===== src/rtl/vga_scanout.sv =====
// VGA scanout: generates 640x480@60 timing from the 50 MHz clock and reads the 160x120 3-bit framebuffer.
// Each framebuffer word covers a 4x4 screen block; pins are registered one pixel period behind the counters.
module vga_scanout #(
    parameter int H_ACTIVE = 640,
    parameter int H_FRONT  = 16,
    parameter int H_SYNC   = 96,
    parameter int H_BACK   = 48,
    parameter int V_ACTIVE = 480,
    parameter int V_FRONT  = 10,
    parameter int V_SYNC   = 2,
    parameter int V_BACK   = 33
) (
    input  logic        clock,
    input  logic        resetn,
    output logic [14:0] mem_address,
    input  logic [2:0]  mem_q,
    output logic [9:0]  VGA_R,
    output logic [9:0]  VGA_G,
    output logic [9:0]  VGA_B,
    output logic        VGA_HS,
    output logic        VGA_VS,
    output logic        VGA_BLANK,
    output logic        VGA_SYNC,
    output logic        VGA_CLK,
    output logic        frame_start
);

    localparam int H_TOTAL = H_ACTIVE + H_FRONT + H_SYNC + H_BACK;
    localparam int V_TOTAL = V_ACTIVE + V_FRONT + V_SYNC + V_BACK;

    localparam logic [9:0] H_LAST   = 10'(H_TOTAL - 1);
    localparam logic [9:0] V_LAST   = 10'(V_TOTAL - 1);
    localparam logic [9:0] H_VIS    = 10'(H_ACTIVE);
    localparam logic [9:0] V_VIS    = 10'(V_ACTIVE);
    localparam logic [9:0] HS_START = 10'(H_ACTIVE + H_FRONT);
    localparam logic [9:0] HS_END   = 10'(H_ACTIVE + H_FRONT + H_SYNC - 1);
    localparam logic [9:0] VS_START = 10'(V_ACTIVE + V_FRONT);
    localparam logic [9:0] VS_END   = 10'(V_ACTIVE + V_FRONT + V_SYNC - 1);

    logic       pix_en_q, pix_en_d;
    logic       vga_clk_q, vga_clk_d;
    logic [9:0] h_q, h_d;
    logic [9:0] v_q, v_d;
    logic       frame_start_q, frame_start_d;
    logic [9:0] r_q, r_d;
    logic [9:0] g_q, g_d;
    logic [9:0] b_q, b_d;
    logic       hs_q, hs_d;
    logic       vs_q, vs_d;
    logic       blank_q, blank_d;

    logic        active;
    logic        hs_raw;
    logic        vs_raw;
    logic [9:0]  blk_row;
    logic [9:0]  blk_col;
    logic [14:0] row_ext;
    logic [14:0] row_base;

    // Pixel-rate enable, the delayed copy that drives VGA_CLK, and the raster counters.
    always_comb begin
        pix_en_d      = !pix_en_q;
        vga_clk_d     = pix_en_q;
        h_d           = h_q;
        v_d           = v_q;
        frame_start_d = 1'b0;
        if (pix_en_q) begin
            if (h_q == H_LAST) begin
                h_d = '0;
                if (v_q == V_LAST) begin
                    v_d           = '0;
                    frame_start_d = 1'b1;
                end else begin
                    v_d = v_q + 10'd1;
                end
            end else begin
                h_d = h_q + 10'd1;
            end
        end
    end

    always_comb begin
        active = (h_q < H_VIS) && (v_q < V_VIS);
        hs_raw = !((h_q >= HS_START) && (h_q <= HS_END));
        vs_raw = !((v_q >= VS_START) && (v_q <= VS_END));
    end

    // Row stride of 160 words is built as (row << 7) + (row << 5).
    always_comb begin
        blk_row     = v_q >> 2;
        blk_col     = h_q >> 2;
        row_ext     = {5'd0, blk_row};
        row_base    = (row_ext << 7) + (row_ext << 5);
        mem_address = '0;
        if (active) begin
            mem_address = row_base + {5'd0, blk_col};
        end
    end

    // Output stage captures RAM data and the sync/active state of the pixel the counters are leaving.
    always_comb begin
        r_d     = r_q;
        g_d     = g_q;
        b_d     = b_q;
        hs_d    = hs_q;
        vs_d    = vs_q;
        blank_d = blank_q;
        if (pix_en_q) begin
            r_d     = active ? {10{mem_q[2]}} : '0;
            g_d     = active ? {10{mem_q[1]}} : '0;
            b_d     = active ? {10{mem_q[0]}} : '0;
            hs_d    = hs_raw;
            vs_d    = vs_raw;
            blank_d = active;
        end
    end

    always_ff @(posedge clock or negedge resetn) begin
        if (!resetn) begin
            pix_en_q      <= 1'b0;
            vga_clk_q     <= 1'b0;
            h_q           <= '0;
            v_q           <= '0;
            frame_start_q <= 1'b0;
            r_q           <= '0;
            g_q           <= '0;
            b_q           <= '0;
            hs_q          <= 1'b1;
            vs_q          <= 1'b1;
            blank_q       <= 1'b0;
        end else begin
            pix_en_q      <= pix_en_d;
            vga_clk_q     <= vga_clk_d;
            h_q           <= h_d;
            v_q           <= v_d;
            frame_start_q <= frame_start_d;
            r_q           <= r_d;
            g_q           <= g_d;
            b_q           <= b_d;
            hs_q          <= hs_d;
            vs_q          <= vs_d;
            blank_q       <= blank_d;
        end
    end

    assign VGA_R       = r_q;
    assign VGA_G       = g_q;
    assign VGA_B       = b_q;
    assign VGA_HS      = hs_q;
    assign VGA_VS      = vs_q;
    assign VGA_BLANK   = blank_q;
    assign VGA_SYNC    = 1'b1;
    assign VGA_CLK     = vga_clk_q;
    assign frame_start = frame_start_q;

endmodule

===== config.mk =====
export PLATFORM = sky130hd
export DESIGN_NAME = vga_scanout
export DESIGN_NICKNAME = d
export VERILOG_FILES = /design/src/rtl/vga_scanout.sv
export SDC_FILE = /design/constraint.sdc
export NUM_CORES = 1
export LEC_CHECK = 0
export CORE_MARGIN = 2
export CORE_UTILIZATION = 35
export DETAILED_ROUTE_END_ITERATION = 8
export GPL_ROUTABILITY_DRIVEN = 0
export HOLD_SLACK_MARGIN = 0.03
export PLACE_DENSITY_LB_ADDON = 0.25
export SETUP_SLACK_MARGIN = 0.02
export SYNTH_ARGS = -nofsm -noshare
export SYNTH_HDL_FRONTEND = slang
export SYNTH_SLANG_ARGS = --single-unit

===== constraint.sdc =====
create_clock -name clock -period 5.1 [get_ports clock]
set_input_delay 1.53 -clock clock [delete_from_list [all_inputs] [get_ports clock]]
set_output_delay 1.53 -clock clock [all_outputs]
set_load 0.05 [all_outputs]

**Yosys cells after proc, flatten, opt, wreduce, memory -nomap -nowiden**

Cells that the tools add are included.

- Flip-flop bits (word level): 56
- Bits of input ports: 5
- Output and inout port bits: 51

- Add/sub/neg operators: 4
- Magnitude comparators: 6
- Eq/ne operators: 2
- Mux-type cells: 9
- Reduce and logical (&&, ||, !) cells: 7

Operators with widths:

| cell | number |
|---|---|
| 10-bit two-way mux | 5 |
| 10-bit by 1-bit adder with 10-bit output, second input constant | 2 |
| 10-bit equality test, second input constant | 2 |
| 15-bit by 13-bit adder with 15-bit output | 1 |
| 15-bit by 8-bit adder with 15-bit output | 1 |
| 15-bit two-way mux | 1 |
| 10-bit greater-or-equal comparator, second input constant | 1 |
| 10-bit by 9-bit greater-or-equal comparator with 1-bit output, second input constant | 1 |
| 10-bit <= comparator, second input constant | 1 |
| 10-bit by 9-bit <= comparator with 1-bit output, second input constant | 1 |
| 10-bit less-than comparator, second input constant | 1 |
| 10-bit by 9-bit less-than comparator with 1-bit output, second input constant | 1 |
| 1-bit logical AND | 3 |
| 1-bit zero test | 3 |
| 1-bit two-way mux | 3 |
| 2-bit AND reduction | 1 |

**Logic depth before layout (Yosys ltp)**

Gate-level depths: netlist of the first run.

- Word-level depth: 4
- Gate-level depth with buffers: 9

**Least setup slack after synthesis of the first run**

Ideal clock, no wire load.

- Path type: register -> output
- Start: register v_q[2]
- End: output port mem_address[14]
- Arrival time: 3168 ps
- Data required time: 3570 ps
- Setup slack: 402 ps
- Stages on the path, launching flop included: 9
- Buffers on the path: 1
- Cells stage by stage: dfrtp_1 -> clkbuf_1 -> inv_1 -> fa_1 -> fa_1 -> nand2b_1 -> a21oi_1 -> a221oi_1 -> o21ai_0

- Word-level cells in the longest chain between the ends: 3
- Elaborated cells between the ends (all ways): 5

Ends and longest elaborated chain:

| what | RTL line | text |
|---|---|---|
| start: declaration | 43 | `logic [9:0] v_q, v_d;` |
| start signal: assignment | 135 | `v_q <= v_d;` |
| 15-bit by 13-bit adder with 15-bit output / 10-bit by 9-bit less-than comparator with 1-bit output (equally long branches) | 93, 83 |  |
| 15-bit by 8-bit adder with 15-bit output / 1-bit logical AND (equally long branches) | 96, 83 |  |
| 15-bit two-way mux * | 95 | `if (active) begin` |
| end: declaration | 15 | `output logic [14:0] mem_address,` |

Mark *: on every way between the ends. The rest lies on a longest branch, timed or not.

**Worst setup path after layout of the first run**

- Start: register v_q[2]
- End: output port mem_address[9]

The elaborated chain is that of the path after synthesis.

==> qor.csv, run 1 <==
stage;metric;value;unit
global_route;most heavily used metal layer in global routing;met2;
floorplanning;I/O Pins;56;
critical_path;crit path capture type;output port;
route;First DRT Iteration DRCs;83;
timing;fmax;206;MHz
logic_synthesis;nets in the synthesized netlist;257;
timing;final hold viol count;0;
logic_synthesis;Synth Flop Type;sky130_fd_sc_hd__dfrtp_1;
critical_path;data arrival time of the worst path;3.33;ns
final_layout;total of fill cells in the finished design;605;
logic_synthesis;syn avg cell area;9.42;um2
clock_tree;number of buffers on the longest clock path;2;
floorplanning;initial standard-cell utilization of the core;36.6;%
clock_tree;Hold-fix buffers, CTS;0;
timing;number of max-slew violations in the final report;0;
timing;accumulated negative setup slack;0;ns
flow_run;Maximum Capacitance Violations;0;
route;wire per inst;13.6;um
global_route;met1 track demand over resource in global routing;19.0;%
clock_tree;TritonCTS clock tree;built;
route;drt drc;0;
critical_path;list of cells traversed by the critical path;inv_1, fa_1, inv_1, ha_1, a211oi_1, nor2_1, nor3_1, clkdlybuf4s50_1;
place;DP Cell Count;327;
route;number of optimization iterations in the first detailed-route pass;4;
timing;Worst Tran Pin Value;0.944;ns
global_route;number of antenna violations at the first check in global routing;0;
clock_tree;clock buffers created by TritonCTS;5;
logic_synthesis;number of synthesized flops with an enable pin;0;
status;result of the run;completed;
critical_path;critical path startpoint category;flip-flop;
floorplanning;die boundary width;82.9;um
critical_path;buffering stage count on the worst path with inverters included;3;
final_layout;proportion of layout cells with a drive suffix above 1;8.85;%
power;power per standard cell area;195;nW/um2
final_layout;final standard cell area without fillers;2690;um2
critical_path;Crit path top cell by count;sky130_fd_sc_hd__inv_1;
power;Leak Pwr;1.27;nW
global_route;grt total ovfl;0;
logic_synthesis;synthesized instance count;231;
logic_synthesis;warning count from the yosys run;0;
timing;unrepaired setup endpoints after global routing;no;
min_path;class of the tightest hold or removal check;flip-flop to flip-flop;
timing;Period minus WS final;4.86;ns
logic_synthesis;Yosys reg bits;29;
timing;final setup skew;0.00577;ns
logic_synthesis;Netlist cell types;48;
timing;worst max-slew margin expressed relative to the limit;36.5;%
global_route;via count of the first global-routing pass;1645;
floorplanning;area enclosed by the die boundary;6870;um2
timing;final setup violation count;0;
critical_path;Max Fanout on Critical Path;9;
power;Tot Pwr;0.523;mW
clock_tree;htree depth;2;
critical_path;slowest stage cell on the critical path;sky130_fd_sc_hd__clkdlybuf4s50_1;
clock_tree;register clock-pin slew on the reported worst setup and hold paths;0.06;ns
place;# port buffers;54;
clock_tree;cell at the root of the clock tree;sky130_fd_sc_hd__clkbuf_8;
final_layout;Layout Area Growth over Synthesis;23.4;%
route;average via count per standard cell;4.99;
critical_path;CP delay by family, top;buffers and inverters;
floorplanning;row cnt;28;
route;total wire length;4.56;mm
global_route;Global Route met3 Usage;4.08;%
logic_synthesis;portion of the post-synthesis area used by sequential elements;33.4;%
route;routed via count;1672;
floorplanning;vertical die dimension;82.9;um
global_route;total routing usage reported by global routing;14.0;%
critical_path;Crit path required time;3.57;ns
clock_tree;clock network latency to the later pin of the worst-skew pair;0.28;ns
final_layout;post-layout instance count excluding filler cells;335;
place;detailed placer's ending HPWL;3.45;mm
final_layout;Antenna diodes;0;
route;number of nets with antenna violations after routing;0;
power;maximum vdd ir drop;0.124;mV
global_route;largest net degree at the start of global routing;19;
global_route;global routing usage on met2;21.5;%
place;area post-placement;2570;um2
clock_tree;clock sink total;29;
logic_synthesis;cell area after synthesis;2180;um2
critical_path;type of the worst setup path;flip-flop to output port;
floorplanning;Core Area;5960;um2
final_layout;nets;285;
critical_path;delay of the slowest cell on the worst path;0.84;ns
logic_synthesis;async set-or-reset flop fraction in the synthesized netlist;100;%
global_route;wire length of the first global-routing pass;7.92;mm
timing;period utilization;95.2;%
-- worst min-delay path: cells and delay by family (launching register included) --
| family | cells | cell delay, ns |
|---|---|---|
| DFF | 1 | 0.37 |
| and+or+nand+nor | 1 | 0.08 |
| AOI/OAI and AO/OA | 1 | 0.05 |
-- cells in the final DEF, fill, tap and decap left out, types with 8 or more instances in the layout --
master                            netlist  layout
sky130_fd_sc_hd__nand2_1               15      15
sky130_fd_sc_hd__xnor2_1               13      13
sky130_fd_sc_hd__dfrtp_1               27      27
sky130_fd_sc_hd__a21oi_1                8       8
sky130_fd_sc_hd__ha_1                  19      19
sky130_fd_sc_hd__clkdlybuf4s50_1        0      50
sky130_fd_sc_hd__nor2_1                16      16
sky130_fd_sc_hd__inv_1                 13      13
-- layout make-up --
type	instances	area, um2	share of cell area (%)
multi-input cells	153	1140	42.6
flip-flops and latches	29	728	27.1
repair buffers	56	566	21.1
clock buffers	7	96.3	3.59
well taps	75	93.8	3.49
inverters	14	52.6	1.96
clock inverters	1	5.00	0.186
-- layer usage --
metal / vias up / share of wire (%) / wire length (um)
li1: 830 / - / -
met1: 781 / 47 / 2140
met2: 51 / 46 / 2090
met3: 10 / 5.6 / 257
met4: 0 / 1.6 / 71
met5: - / 0 / 0
-- synth_stat cells (all sizes together) (2+ instances only) --
cell     number  area [um2]
a21oi         8        40.0
fa            2        40.0
ha           19         238
nor2         16        60.1
mux2i         3        30.0
dfstp         2        52.6
nand3         7        35.0
a21o          3        22.5
and4          2        18.8
nor3          4        20.0
clkbuf        5        18.8
and2          7        45.1
dfrtp        27         676
o2bb2ai       3        26.3
nand2b        4        25.0
a211oi        2        15.0
inv          13        48.8
o21ai         7        35.0
a31oi         2        12.5
nand2        15        56.3
buf          30         233
xnor2        13         114
nand4         7        58.8
nor4          5        43.8
xor2          3        26.3
or4           2        18.8
and3          6        40.0
-- metrics by stage --
stage / hold slack (ns) / setup slack [ns] / util, %
detailed placement: 0.489 / 0.399 / 43.2
finish: 0.494 / 0.243 / 45.1
CTS: 0.500 / 0.0889 / 44.9
global route: 0.525 / 0.0587 / 45.1
floorplan: 0.374 / 0.402 / -
global placement: 0.481 / 0.518 / 43.2
-- final timing paths --
kind	depth (start not counted)	endpoint	slack (ns)	startpoint
max	8	mem_address[9]	0.24	v_q[2]
min	2	VGA_HS	0.49	VGA_HS
max reg2reg	4	v_q[7]	2.80	pix_en_q
min reg2reg	2	VGA_HS	0.49	VGA_HS
max in group asynchronous	2	VGA_VS	2.69	resetn
min in group asynchronous	1	v_q[4]	1.67	resetn
-- cells by family (layout without fill, tap and decap cells) --
| logic type | count (synthesis) | count (layout) | share of synthesized area [%] |
|---|---|---|---|
| compound gates | 31 | 31 | 9.20 |
| xor+xnor | 16 | 16 | 6.44 |
| fa+ha+maj | 21 | 21 | 12.8 |
| buf+inv | 49 | 78 | 14.0 |
| flops | 29 | 29 | 33.4 |
| mux | 4 | 4 | 1.90 |
| other cells | 1 | 1 | 0.172 |
| simple gates | 80 | 80 | 22.1 |
-- registers in the layout, summed over array words and instances (netlist names) --
signal	flops
h_q	10
v_q	10
VGA_BLANK	1
VGA_B	1
VGA_CLK	1
VGA_G	1
VGA_HS	1
VGA_R	1
VGA_VS	1
frame_start	1
pix_en_q	1
-- report_power, final --
part / internal [mW] / switching, mW / total, mW
Sequential: 0.231 / 0.00304 / 0.234
Combinational: 0.0233 / 0.0556 / 0.0788
Clock: 0.122 / 0.0883 / 0.210
-- repair_timing --
action | CTS | global route
setup buffers | 0 | 0
resized for setup | 0 | 4
endpoints found under the setup margin | 0 | 4
No activity file was read; power rests on OpenSTA's default activity.
==> run 2: changes to the inputs <==
--- a/config.mk
+++ b/config.mk
@@ -5,6 +5,7 @@
 export SDC_FILE = /design/constraint.sdc
 export NUM_CORES = 1
 export LEC_CHECK = 0
+export CORE_ASPECT_RATIO = 0.7
 export CORE_MARGIN = 2
 export CORE_UTILIZATION = 35
 export DETAILED_ROUTE_END_ITERATION = 8
==> constraint.sdc (replaced) <==
create_clock -name clock -period 4.1 [get_ports clock]
set_input_delay 1.23 -clock clock [delete_from_list [all_inputs] [get_ports clock]]
set_output_delay 1.23 -clock clock [all_outputs]
set_load 0.05 [all_outputs]
==> qor.csv, run 2 (synthesis gave the netlist of run 1 again) <==
stage;metric;value;unit
critical_path;R2R depth;5;
route;total wire length;4.61;mm
critical_path;CP delay by family, top;adder cells;
critical_path;type of the worst setup path;flip-flop to output port;
final_layout;Layout Area Growth over Synthesis;31.7;%
route;wire per inst;13.5;um
power;power per standard cell area;220;nW/um2
place;Worst Setup Slack post-DPL;0.206;ns
clock_tree;htree depth;2;
floorplanning;vertical die dimension;70.0;um
floorplanning;area enclosed by the die boundary;6880;um2
global_route;number of antenna violations at the first check in global routing;0;
global_route;grt total ovfl;0;
timing;Period minus WS final;3.97;ns
clock_tree;cell at the root of the clock tree;sky130_fd_sc_hd__clkbuf_8;
final_layout;most frequent standard cell in the layout excluding fill and tap cells;sky130_fd_sc_hd__clkdlybuf4s50_1;
critical_path;Crit path top cell by count;sky130_fd_sc_hd__inv_1;
final_layout;total of fill cells in the finished design;573;
timing;unrepaired setup endpoints after global routing;yes;
critical_path;crit path capture type;output port;
final_layout;Antenna diodes;0;
critical_path;buffering stage count on the worst path with inverters included;3;
timing;period utilization;96.8;%
final_layout;largest registers ranked by flip-flop count;h_q x10, v_q x10;
floorplanning;Core Area;5870;um2
timing;fmax;252;MHz
floorplanning;initial standard-cell utilization of the core;37.1;%
status;result of the run;completed;
clock_tree;clock network latency to the later pin of the worst-skew pair;0.28;ns
clock_tree;clock sink total;29;
timing;Final Worst Setup Slack;0.131;ns
critical_path;delay of the slowest cell on the worst path;0.54;ns
route;First DRT Iteration DRCs;121;
route;number of nets with antenna violations after routing;0;
clock_tree;TritonCTS clock tree;built;
final_layout;proportion of layout cells with a drive suffix above 1;19.2;%
critical_path;Crit path required time;2.87;ns
critical_path;data arrival time of the worst path;2.74;ns
global_route;global routing usage on met2;18.6;%
global_route;Global Route met3 Usage;3.70;%
flow_run;Maximum Capacitance Violations;0;
timing;Worst Tran Pin Value;0.916;ns
route;number of optimization iterations in the first detailed-route pass;5;
clock_tree;number of buffers on the longest clock path;2;
place;detailed placer's ending HPWL;3.33;mm
global_route;total routing usage reported by global routing;13.7;%
min_path;instance count along the most critical hold path;2;
timing;worst max-slew margin expressed relative to the limit;38.5;%
route;average via count per standard cell;4.96;
floorplanning;die boundary width;98.3;um
critical_path;list of cells traversed by the critical path;inv_1, fa_1, inv_1, ha_1, a211oi_2, o21bai_1, a21oi_1, mux2i_2, buf_12;
global_route;via count of the first global-routing pass;1595;
route;drt drc;0;
power;Leak Pwr;1.27;nW
power;maximum vdd ir drop;0.151;mV
floorplanning;row cnt;23;
timing;accumulated negative setup slack;0;ns
min_path;class of the tightest hold or removal check;flip-flop to flip-flop;
clock_tree;register clock-pin slew on the reported worst setup and hold paths;0.06;ns
global_route;wire length of the first global-routing pass;7.59;mm
critical_path;stages on the worst setup path;9;
floorplanning;I/O Pins;56;
route;routed via count;1692;
timing;final hold viol count;0;
critical_path;slowest stage cell on the critical path;sky130_fd_sc_hd__fa_1;
global_route;most heavily used metal layer in global routing;met1;
place;# port buffers;54;
final_layout;nets;291;
timing;final setup violation count;0;
timing;number of max-slew violations in the final report;0;
timing;final setup skew;0.00751;ns
critical_path;Max Fanout on Critical Path;4;
global_route;met1 track demand over resource in global routing;21.1;%
clock_tree;clock buffers created by TritonCTS;5;
clock_tree;Hold-fix buffers, CTS;0;
final_layout;commonest cells after routing, fill and taps aside;sky130_fd_sc_hd__clkdlybuf4s50_1, sky130_fd_sc_hd__dfrtp_1, sky130_fd_sc_hd__ha_1;
critical_path;critical path startpoint category;flip-flop;
global_route;largest net degree at the start of global routing;30;
==> run 2: timing repair <==
action                                  in CTS  in global routing
endpoints found under the setup margin       3                  4
setup buffers                                0                  5
resized for setup                            4                  1
pin swaps                                    0                  1
==> run 2: report_power, final <==
part	internal [mW]	switching, mW
Sequential	0.288	0.00421
Combinational	0.0289	0.0695
Clock	0.137	0.105
Total	0.453	0.178
==> run 2: layout make-up <==
cell class	count	area, um2	area share [%]
Sequential cell	29	731	25.5
Multi-Input combinational cell	153	1170	40.9
Timing Repair Buffer	62	726	25.3
Clock buffer	8	90.1	3.14
Inverter	14	52.6	1.83
Tap cell	75	93.8	3.27
==> run 2: final timing paths <==
path,startpoint,endpoint,slack [ns]
worst max-delay path,v_q[4],mem_address[11],0.13
worst min-delay path,VGA_HS,VGA_HS,0.49
worst max register to register,h_q[0],v_q[7],1.85
worst min register to register,VGA_HS,VGA_HS,0.49
max in group asynchronous,resetn,VGA_VS,2.45
min in group asynchronous,resetn,v_q[1],1.33
==> run 2: layer usage <==
| metal | part of all wire (%) | vias up |
|---|---|---|
| met3 | 6.0 | 6 |
| met5 | 0 | - |
| met1 | 55 | 791 |
| met4 | 0.93 | 0 |
| li1 | - | 841 |
| met2 | 38 | 54 |
==> run 2: per-stage QoR <==
| stage | instances | instance area (um2) | total power [mW] | hold slack (ns) | utilization [%] |
|---|---|---|---|---|---|
| floorplan | 231 | 2190 | 0.376 | 0.374 | - |
| global placement | 328 | 2720 | 0.396 | 0.477 | 46.4 |
| detailed placement | 328 | 2720 | 0.396 | 0.487 | 46.4 |
| CTS | 336 | 2830 | 0.640 | 0.498 | 48.1 |
| global route | 341 | 2870 | 0.654 | 0.537 | 48.8 |
| finish | 341 | 2870 | 0.632 | 0.493 | 48.8 |
==> run 2: tightest hold or removal path, stage by stage, from the launching register on <==
cell,delay (ns)
sky130_fd_sc_hd__dfstp_2,0.37
sky130_fd_sc_hd__nor2_1,0.08
sky130_fd_sc_hd__a21oi_1,0.05
==> run 3: changes to the inputs <==
--- a/config.mk
+++ b/config.mk
@@ -7,7 +7,7 @@
 export LEC_CHECK = 0
 export CORE_ASPECT_RATIO = 0.7
 export CORE_MARGIN = 2
-export CORE_UTILIZATION = 35
+export CORE_UTILIZATION = 45
 export DETAILED_ROUTE_END_ITERATION = 8
 export GPL_ROUTABILITY_DRIVEN = 0
 export HOLD_SLACK_MARGIN = 0.03
==> qor.csv, run 3 (synthesis gave the netlist of run 1 again) <==
stage;metric;value;unit
final_layout;total of fill cells in the finished design;429;
critical_path;CP delay by family, top;adder cells;
critical_path;data arrival time of the worst path;2.73;ns
final_layout;proportion of layout cells with a drive suffix above 1;19.4;%
global_route;number of antenna violations at the first check in global routing;0;
final_layout;post-layout instance count excluding filler cells;320;
critical_path;list of cells traversed by the critical path;ha_1, ha_1, inv_1, fa_1, nor2_1, clkdlybuf4s50_1;
critical_path;Crit path required time;2.87;ns
final_layout;final standard cell area without fillers;2790;um2
floorplanning;area enclosed by the die boundary;5420;um2
critical_path;critical path startpoint category;flip-flop;
final_layout;multi-input gate area in the final layout;1190;um2
route;total wire length;4.44;mm
critical_path;R2R depth;4;
timing;number of max-slew violations in the final report;0;
critical_path;crit path capture type;output port;
route;number of optimization iterations in the first detailed-route pass;6;
global_route;largest net degree at the start of global routing;30;
clock_tree;number of buffers on the longest clock path;2;
global_route;wire length of the first global-routing pass;7.37;mm
floorplanning;row cnt;21;
place;# port buffers;54;
clock_tree;clock buffers created by TritonCTS;5;
floorplanning;initial standard-cell utilization of the core;46.0;%
global_route;via count of the first global-routing pass;1573;
clock_tree;htree depth;2;
final_layout;nets;289;
final_layout;most frequent standard cell in the layout excluding fill and tap cells;sky130_fd_sc_hd__clkdlybuf4s50_1;
critical_path;type of the worst setup path;flip-flop to output port;
timing;Period minus WS final;3.96;ns
critical_path;slowest stage cell on the critical path;sky130_fd_sc_hd__clkdlybuf4s50_1;
timing;worst max-slew margin expressed relative to the limit;38.4;%
route;routed via count;1660;
place;DP Cell Count;311;
timing;fmax;253;MHz
flow_run;Maximum Capacitance Violations;0;
clock_tree;cell at the root of the clock tree;sky130_fd_sc_hd__clkbuf_8;
clock_tree;clock sink total;29;
timing;final hold viol count;0;
route;wire per inst;13.9;um
place;detailed placer's ending HPWL;3.25;mm
floorplanning;Core Area;4730;um2
critical_path;delay of the slowest cell on the worst path;0.81;ns
floorplanning;vertical die dimension;62.2;um
power;Leak Pwr;1.24;nW
timing;final setup violation count;0;
critical_path;Crit path top cell by count;sky130_fd_sc_hd__ha_1;
global_route;grt total ovfl;0;
min_path;class of the tightest hold or removal check;flip-flop to flip-flop;
critical_path;stages on the worst setup path;6;
route;drt drc;0;
final_layout;Reg area;729;um2
status;result of the run;completed;
min_path;instance count along the most critical hold path;2;
timing;period utilization;96.6;%
final_layout;Antenna diodes;0;
timing;Worst Tran Pin Value;0.916;ns
power;maximum vdd ir drop;0.164;mV
timing;unrepaired setup endpoints after global routing;no;
final_layout;Layout Area Growth over Synthesis;28.0;%
place;area post-placement;2640;um2
floorplanning;die boundary width;87.1;um
power;power per standard cell area;241;nW/um2
critical_path;buffering stage count on the worst path with inverters included;2;
final_layout;commonest cells after routing, fill and taps aside;sky130_fd_sc_hd__clkdlybuf4s50_1, sky130_fd_sc_hd__dfrtp_1, sky130_fd_sc_hd__ha_1;
clock_tree;register clock-pin slew on the reported worst setup and hold paths;0.06;ns
floorplanning;I/O Pins;56;
clock_tree;TritonCTS clock tree;built;
route;average via count per standard cell;5.19;
critical_path;Max Fanout on Critical Path;5;
global_route;total routing usage reported by global routing;17.3;%
timing;final setup skew;0.00750;ns
route;number of nets with antenna violations after routing;0;
timing;accumulated negative setup slack;0;ns
final_layout;largest registers ranked by flip-flop count;h_q x10, v_q x10;
route;First DRT Iteration DRCs;138;
clock_tree;clock network latency to the later pin of the worst-skew pair;0.28;ns
power;Tot Pwr;0.673;mW
## run 3: changes by cell type in the layout (fill, tap and decap cells not counted), sizes merged
cell / change
bufinv: +1
clkdlybuf4s50: +1
clkinv: +1
clkbuf: -3
buf: -3
## run 3: layout make-up
type | instances | share of cell area (%)
multi-input cells | 153 | 42.8
repair buffers | 60 | 22.9
flip-flops and latches | 29 | 26.2
inverters | 14 | 1.89
clock buffers | 5 | 2.47
well taps | 57 | 2.56
clock inverters | 2 | 1.26
## run 3: worst paths after layout
check / startpoint / endpoint / slack, ns
worst max-delay path: h_q[8] / mem_address[7] / 0.14
worst min-delay path: VGA_HS / VGA_HS / 0.49
worst max register to register: pix_en_q / v_q[7] / 1.85
worst min register to register: VGA_HS / VGA_HS / 0.49
max in group asynchronous: resetn / VGA_VS / 2.45
min in group asynchronous: resetn / h_q[5] / 1.34
## run 3: power breakdown
group          internal, mW  switching (mW)
clock network         0.176           0.107
registers             0.288         0.00392
logic                0.0289          0.0692
total                 0.493           0.180
## run 3: layer usage
layer,GRT usage (%),wire [um]
met1,27.4,2370
met4,3.46,24
met2,22.8,1810
met3,5.72,237
met5,0,0
## run 3: timing repair
action | 4_1_cts | 5_1_grt
setup endpoints to repair | 2 | 4
hold buffers | 0 | 0
buffers inserted | 0 | 2
resized for setup | 2 | 5
pin swaps | 0 | 5
## run 3: worst reg2reg max path: stages, from the launching register on
cell and delay, ns:
sky130_fd_sc_hd__dfrtp_1 0.74, sky130_fd_sc_hd__nand4_4 0.22, sky130_fd_sc_hd__nor4_2 0.80, sky130_fd_sc_hd__nand4_1 0.21, sky130_fd_sc_hd__xnor2_1 0.17
## run 3: stage by stage
| stage | hold WS (ns) | worst slack (ns) | utilization (%) |
|---|---|---|---|
| 3_5_place_dp | 0.481 | 0.177 | 55.7 |
| 4_1_cts | 0.493 | 0.0327 | 58.1 |
| 6_report | 0.487 | 0.141 | 58.9 |
| 2_1_floorplan | 0.374 | 0.0786 | - |
| 3_3_place_gp | 0.480 | 0.288 | 55.7 |
| 5_1_grt | 0.507 | 0.0280 | 58.9 |
